File: config.mk
export PLATFORM = sky130hd
export DESIGN_NAME = pagetable_tlb
export DESIGN_NICKNAME = d
export VERILOG_FILES = /design/src/rtl/pagetable_tlb.sv
export SDC_FILE = /design/constraint.sdc
export NUM_CORES = 1
export LEC_CHECK = 0
export CORE_MARGIN = 3
export CORE_UTILIZATION = 57
export DETAILED_ROUTE_END_ITERATION = 10
export PLACE_DENSITY = 0.86
export SLEW_MARGIN = 20
export SYNTH_ARGS = -nofsm -noshare
export SYNTH_HDL_FRONTEND = slang
export SYNTH_SLANG_ARGS = --single-unit
File: constraint.sdc
create_clock -name clk -period 11.1 [get_ports clk]
set_input_delay 2.22 -clock clk [delete_from_list [all_inputs] [get_ports clk]]
set_output_delay 2.22 -clock clk [all_outputs]
set_load 0.005 [all_outputs]
File: src/rtl/pagetable_tlb.sv
// pagetable_tlb: fully-associative Sv39 TLB placed directly upstream of the
// page-table walker. Hits and bypasses answer in one cycle. A miss drives the
// walker, fills an entry using round-robin replacement, then answers with the
// translation or a page fault.
// Optional feature macro: TLB_ASID_EN (tag entries with satp.ASID and compare it).
module pagetable_tlb #(
  parameter int ENTRIES = 8
) (
  input  logic        clk,
  input  logic        reset,
  input  logic        req_valid,
  output logic        req_ready,
  input  logic [63:0] req_va,
  input  logic [63:0] satp,
  input  logic [1:0]  mmode,
  input  logic        flush,
  output logic        resp_valid,
  output logic [63:0] resp_pa,
  output logic        resp_fault,
  output logic        walk_en,
  output logic [63:0] walk_va,
  input  logic [63:0] walk_pa,
  input  logic        walk_valid,
  input  logic        walk_done
);

  localparam int IDX_W = $clog2(ENTRIES);

  typedef enum logic [1:0] {
    IDLE,
    WALK,
    RESP
  } state_t;

  state_t state;

  // Entry storage: valid bits carry the reset, tag/data arrays do not need one.
  logic [ENTRIES-1:0] ent_valid;
  logic [26:0]        ent_vpn [ENTRIES];
  logic [43:0]        ent_ppn [ENTRIES];
`ifdef TLB_ASID_EN
  logic [15:0]        ent_asid [ENTRIES];
  logic [15:0]        walk_asid;
  logic [15:0]        req_asid;
`endif

  logic [IDX_W-1:0]   rr;
  logic               kill;

  logic [26:0]        req_vpn;
  logic [26:0]        walk_vpn;
  logic               bypass;
  logic               accept;
  logic [ENTRIES-1:0] lookup_match;
  logic [ENTRIES-1:0] fill_match;
  logic               hit;
  logic [IDX_W-1:0]   hit_idx;
  logic               fill_hit;
  logic [IDX_W-1:0]   fill_hit_idx;
  logic               fill_en;
  logic [IDX_W-1:0]   fill_idx;

  assign req_vpn  = req_va[38:12];
  assign walk_vpn = walk_va[38:12];
  assign bypass   = (satp[63:60] == 4'd0) || (mmode == 2'b11);
  assign accept   = req_valid && req_ready && (state == IDLE);

`ifdef TLB_ASID_EN
  assign req_asid = satp[59:44];
  logic [43:0] unused_satp;
  assign unused_satp = satp[43:0];
`else
  logic [59:0] unused_satp;
  assign unused_satp = satp[59:0];
`endif

  // Per-entry tag compare for the incoming request and for the walk being filled
  always_comb begin
    for (int i = 0; i < ENTRIES; i++) begin
      lookup_match[i] = ent_valid[i] && (ent_vpn[i] == req_vpn);
      fill_match[i]   = ent_valid[i] && (ent_vpn[i] == walk_vpn);
`ifdef TLB_ASID_EN
      lookup_match[i] = lookup_match[i] && (ent_asid[i] == req_asid);
      fill_match[i]   = fill_match[i] && (ent_asid[i] == walk_asid);
`endif
    end
  end

  // Encode match vectors into indices; dedup on fill keeps at most one match
  always_comb begin
    hit          = 1'b0;
    hit_idx      = '0;
    fill_hit     = 1'b0;
    fill_hit_idx = '0;
    for (int i = ENTRIES - 1; i >= 0; i--) begin
      if (lookup_match[i]) begin
        hit     = 1'b1;
        hit_idx = IDX_W'(i);
      end
      if (fill_match[i]) begin
        fill_hit     = 1'b1;
        fill_hit_idx = IDX_W'(i);
      end
    end
  end

  // A successful walk fills unless a flush killed it or arrives this very cycle
  always_comb begin
    fill_en  = (state == WALK) && walk_done && walk_valid && !kill && !flush;
    fill_idx = fill_hit ? fill_hit_idx : rr;
  end

  // Tag and data write for a fill; an existing matching entry is overwritten in place
  always_ff @(posedge clk) begin
    if (fill_en) begin
      ent_vpn[fill_idx] <= walk_vpn;
      ent_ppn[fill_idx] <= walk_pa[55:12];
`ifdef TLB_ASID_EN
      ent_asid[fill_idx] <= walk_asid;
`endif
    end
  end

  // Control FSM with registered handshake, response and walker outputs
  always_ff @(posedge clk or negedge reset) begin
    if (!reset) begin
      state      <= IDLE;
      req_ready  <= 1'b0;
      resp_valid <= 1'b0;
      resp_pa    <= '0;
      resp_fault <= 1'b0;
      walk_en    <= 1'b0;
      walk_va    <= '0;
      kill       <= 1'b0;
      rr         <= '0;
      ent_valid  <= '0;
`ifdef TLB_ASID_EN
      walk_asid  <= '0;
`endif
    end else begin
      resp_valid <= 1'b0;
      resp_fault <= 1'b0;

      if (flush) begin
        ent_valid <= '0;
      end else if (fill_en) begin
        ent_valid[fill_idx] <= 1'b1;
      end

      case (state)
        IDLE: begin
          req_ready <= 1'b1;
          kill      <= 1'b0;
          if (accept) begin
            if (bypass) begin
              resp_valid <= 1'b1;
              resp_pa    <= req_va;
            end else if (hit) begin
              resp_valid <= 1'b1;
              resp_pa    <= {8'b0, ent_ppn[hit_idx], req_va[11:0]};
            end else begin
              walk_va   <= req_va;
`ifdef TLB_ASID_EN
              walk_asid <= req_asid;
`endif
              walk_en   <= 1'b1;
              req_ready <= 1'b0;
              state     <= WALK;
            end
          end
        end

        WALK: begin
          if (flush) begin
            kill <= 1'b1;
          end
          if (walk_done) begin
            walk_en    <= 1'b0;
            resp_valid <= 1'b1;
            state      <= RESP;
            if (walk_valid) begin
              resp_pa <= walk_pa;
            end else begin
              resp_pa    <= '0;
              resp_fault <= 1'b1;
            end
            if (fill_en && !fill_hit) begin
              rr <= rr + 1'b1;
            end
          end
        end

        RESP: begin
          state     <= IDLE;
          req_ready <= 1'b1;
        end

        default: begin
          state     <= IDLE;
          req_ready <= 1'b0;
          walk_en   <= 1'b0;
        end
      endcase
    end
  end

endmodule

==> run metrics <==
Layout Cells excl Fill 3,436; Die Y 244.9 um; clock buffer depth 3; reg2reg path depth 10; post-synth cell types 52; mapped cell area 32,530 um2; CTS Sinks 714; Die X 244.9 um; Power Density 217.6 nW/um2; core area 55,740 um2; sequential power share 42.7%; final antenna-violating net count 0; GRT Residual Overflow 0; WP data arrival 7680 ps; maxcap violations 0; dpl hpwl 58.12 mm; syn_nets 2,563; Layout area overhead 18.61%; FF-to-FF Start walk_va[17]; CP Max Fanout 55; slowest CP cell clkdlybuf4s50_1; Final nets 2,825; die area 59,970 um2; setup violators final 0; hold path cells 1; initial drt markers 3,106; Psw 0.002571 W; worst-path cell chain clkdlybuf4s50_1, xor2_1, nor4_1, nand3_1, nor4_1, and4b_1, a31oi_1, or2_2, buf_4, o21ai_0, a31oi_1; headroom to the max-slew limit 22.39%; clk_lat worst skew 650 ps; RSZ-0062 raised after global routing false; GRT Total Usage 32.60%; Final Slew Violations 0; via/cell ratio 6.681; H-Tree Depth 3; first-pass GRT wire length 145.8 mm; reg2reg end ent_ppn[5][12]; period utilisation layout 64.41%; Hold Path Sink rr[2]; Post-CTS Repair Setup Buffers 0; IO Count 332; Req. time, crit path 11,630 ps; TritonCTS Buffers 73; cell count after synthesis 2,362; maximum clock frequency 139.9 MHz; number of I/O port buffers 271; DRC viols 0; final wirelength 99.22 mm; asr flop ratio synth 20.45%; Row Count 86; status finished clean; Period minus WS final 7149 ps; initial antenna violation count 4; CP max stage delay 1240 ps; Clock transition at path regs 70 ps; kind of critical path in2reg; Synth Register Bits 714; Min-Delay Path Class reg2reg; wire per inst 28.88 um; total iterations of the first detailed-routing run 6; Root Buffer clkbuf_16; Final GP Congestion 1.037; layout cell share with drive strength beyond 1 12.59%; Int Power 0.005824 W; Main synth FF type edfxtp_1; power share of the combinational group 26.3%; hold buffers post-CTS 0; worst setup margin 3951 ps; startpoint class of the critical path primary input; DR vias 22,960; CP endpoint kind register; post-cts sizing count 0; Hold Vio Cnt, Final 0; synthesized area per cell 13.77 um2; Post-synth EDFFs 568; Initial Util 58.36%; Clock power frac 31.0%; Tightest Pin Transition 1160 ps; Clock Skew 42.75 ps; Pleak 13.01 nW; critical hold path startpoint rr[2]; largest net degree at the start of global routing 133; Ys Warns 0; register area share after synthesis 63.67%; TNS Setup 0 ps; R2R setup slack 5950 ps; Worst VDD drop 0.0001893 V; placed cells 3,296; pre-CTS setup slack 3599 ps; Net Sw Frac 30.63%; CTS tree yes; vias in the first global route 23,410
## kinds of logic (layout without fill, tap and decap cells)
kind of cell,after synthesis,count (layout),share of synthesized area (%)
compound gates,378,378,7.013
xor+xnor,434,434,11.69
fa+ha+maj,1,1,0.03846
buf+inv,163,486,2.666
flops,714,714,63.67
mux,197,197,6.820
other cells,0,3,0
simple gates,475,475,8.105
## flip-flops by register name (all words and copies together), names as in the netlist, 2 cells and up
name / count
ent_ppn: 352
ent_valid: 8
ent_vpn: 216
resp_pa: 64
rr: 3
state: 2
walk_va: 64
## power by group through the flow
stage,combinational [W],sequential [W],clock [W]
after floorplan,0.00102,0.00356,0
after global placement,0.00208,0.00360,0
after detailed placement,0.00215,0.00362,0
after CTS,0.00218,0.00357,0.00261
after global routing,0.00232,0.00360,0.00272
final,0.00221,0.00358,0.00260
## synthesized netlist by cell type, types with 8 or more instances
master / count / share of area, %
clkbuf_1: 84 / 0.97
nand2_1: 57 / 0.66
xor2_1: 219 / 5.9
mux2_2: 132 / 4.6
xnor2_1: 215 / 5.8
a31oi_1: 46 / 0.88
or4_1: 12 / 0.28
nand3_1: 95 / 1.5
buf_6: 14 / 0.48
buf_4: 27 / 0.62
mux2_1: 65 / 2.3
o211ai_1: 46 / 1.1
nor4_1: 81 / 1.6
nand4_1: 93 / 1.8
buf_2: 25 / 0.38
a21oi_1: 67 / 1.0
inv_1: 10 / 0.12
nor2_1: 81 / 0.93
a22oi_1: 64 / 1.5
edfxtp_1: 568 / 52
nor3_1: 8 / 0.12
dfrtp_1: 146 / 11
nor4b_1: 12 / 0.32
o21ai_0: 137 / 2.1
## layout make-up
class                      count  area [um2]
inverter                      10       37.54
timing repair buffer         340        3264
antenna                        3       7.507
tap                          748       935.9
clock buffer                 111        2163
clock inverter                25       392.9
sequential                   714       20710
multi-input combinational   1485       11070
fill                        3666       17160
## per-stage QoR
stage / utilization (%) / total power (W) / area, um2 / hold WS (ps)
5_1_grt: 69.20 / 0.008642 / 38570 / 513.3
2_1_floorplan: - / 0.004576 / 32530 / 445.5
4_1_cts: 69.15 / 0.008358 / 38540 / 482.7
3_3_place_gp: 64.53 / 0.005685 / 35970 / 453.7
6_report: 69.21 / 0.008395 / 38580 / 481.1
3_5_place_dp: 64.56 / 0.005770 / 35990 / 470.2
## cell usage in the layout (no fill, tap or decap), types with 12 or more instances in the layout
cell type | synthesis | routed
mux2_1 | 65 | 65
nand3_1 | 95 | 95
o211ai_1 | 46 | 46
nor2_1 | 81 | 74
nor4b_1 | 12 | 12
xor2_1 | 219 | 219
clkbuf_1 | 84 | 22
or4_1 | 12 | 12
a21oi_1 | 67 | 67
clkbuf_8 | 0 | 13
clkdlybuf4s50_1 | 0 | 270
nand4_1 | 93 | 93
buf_4 | 27 | 67
o21ai_0 | 137 | 137
nor4_1 | 81 | 81
a22oi_1 | 64 | 64
edfxtp_1 | 568 | 568
clkbuf_16 | 0 | 76
xnor2_1 | 215 | 215
nand2_1 | 57 | 57
mux2_2 | 132 | 132
dfrtp_1 | 146 | 146
a31oi_1 | 46 | 46
## worst max-delay path: cells and delay by family
kind	cells	cell delay, ps
buf+inv	2	1950
simple gates	5	2300
compound gates	3	900
xor+xnor	1	250
## how the worst max path moves through the flow
stage,endpoint,cells past startpoint,startpoint,slack (ps)
6_report,resp_pa[17],11,req_va[26],3950
5_1_grt,resp_pa[17],11,req_va[26],3930
4_1_cts,resp_pa[17],11,req_va[26],4170
3_5_place_dp,resp_pa[15],11,req_va[26],3600
3_3_place_gp,resp_pa[42],10,req_va[22],3780
2_1_floorplan,ent_ppn[6][0],6,walk_done,2340
## layer usage
metal | vias to the layer above | global-route usage, % | wire length (um)
li1 | 9464 | - | -
met1 | 11360 | 41.83 | 35540
met2 | 1714 | 52.26 | 46300
met3 | 411 | 7.986 | 11960
met4 | 4 | 16.15 | 5392
met5 | - | 0 | 24
(Power assumes the default switching activity.)
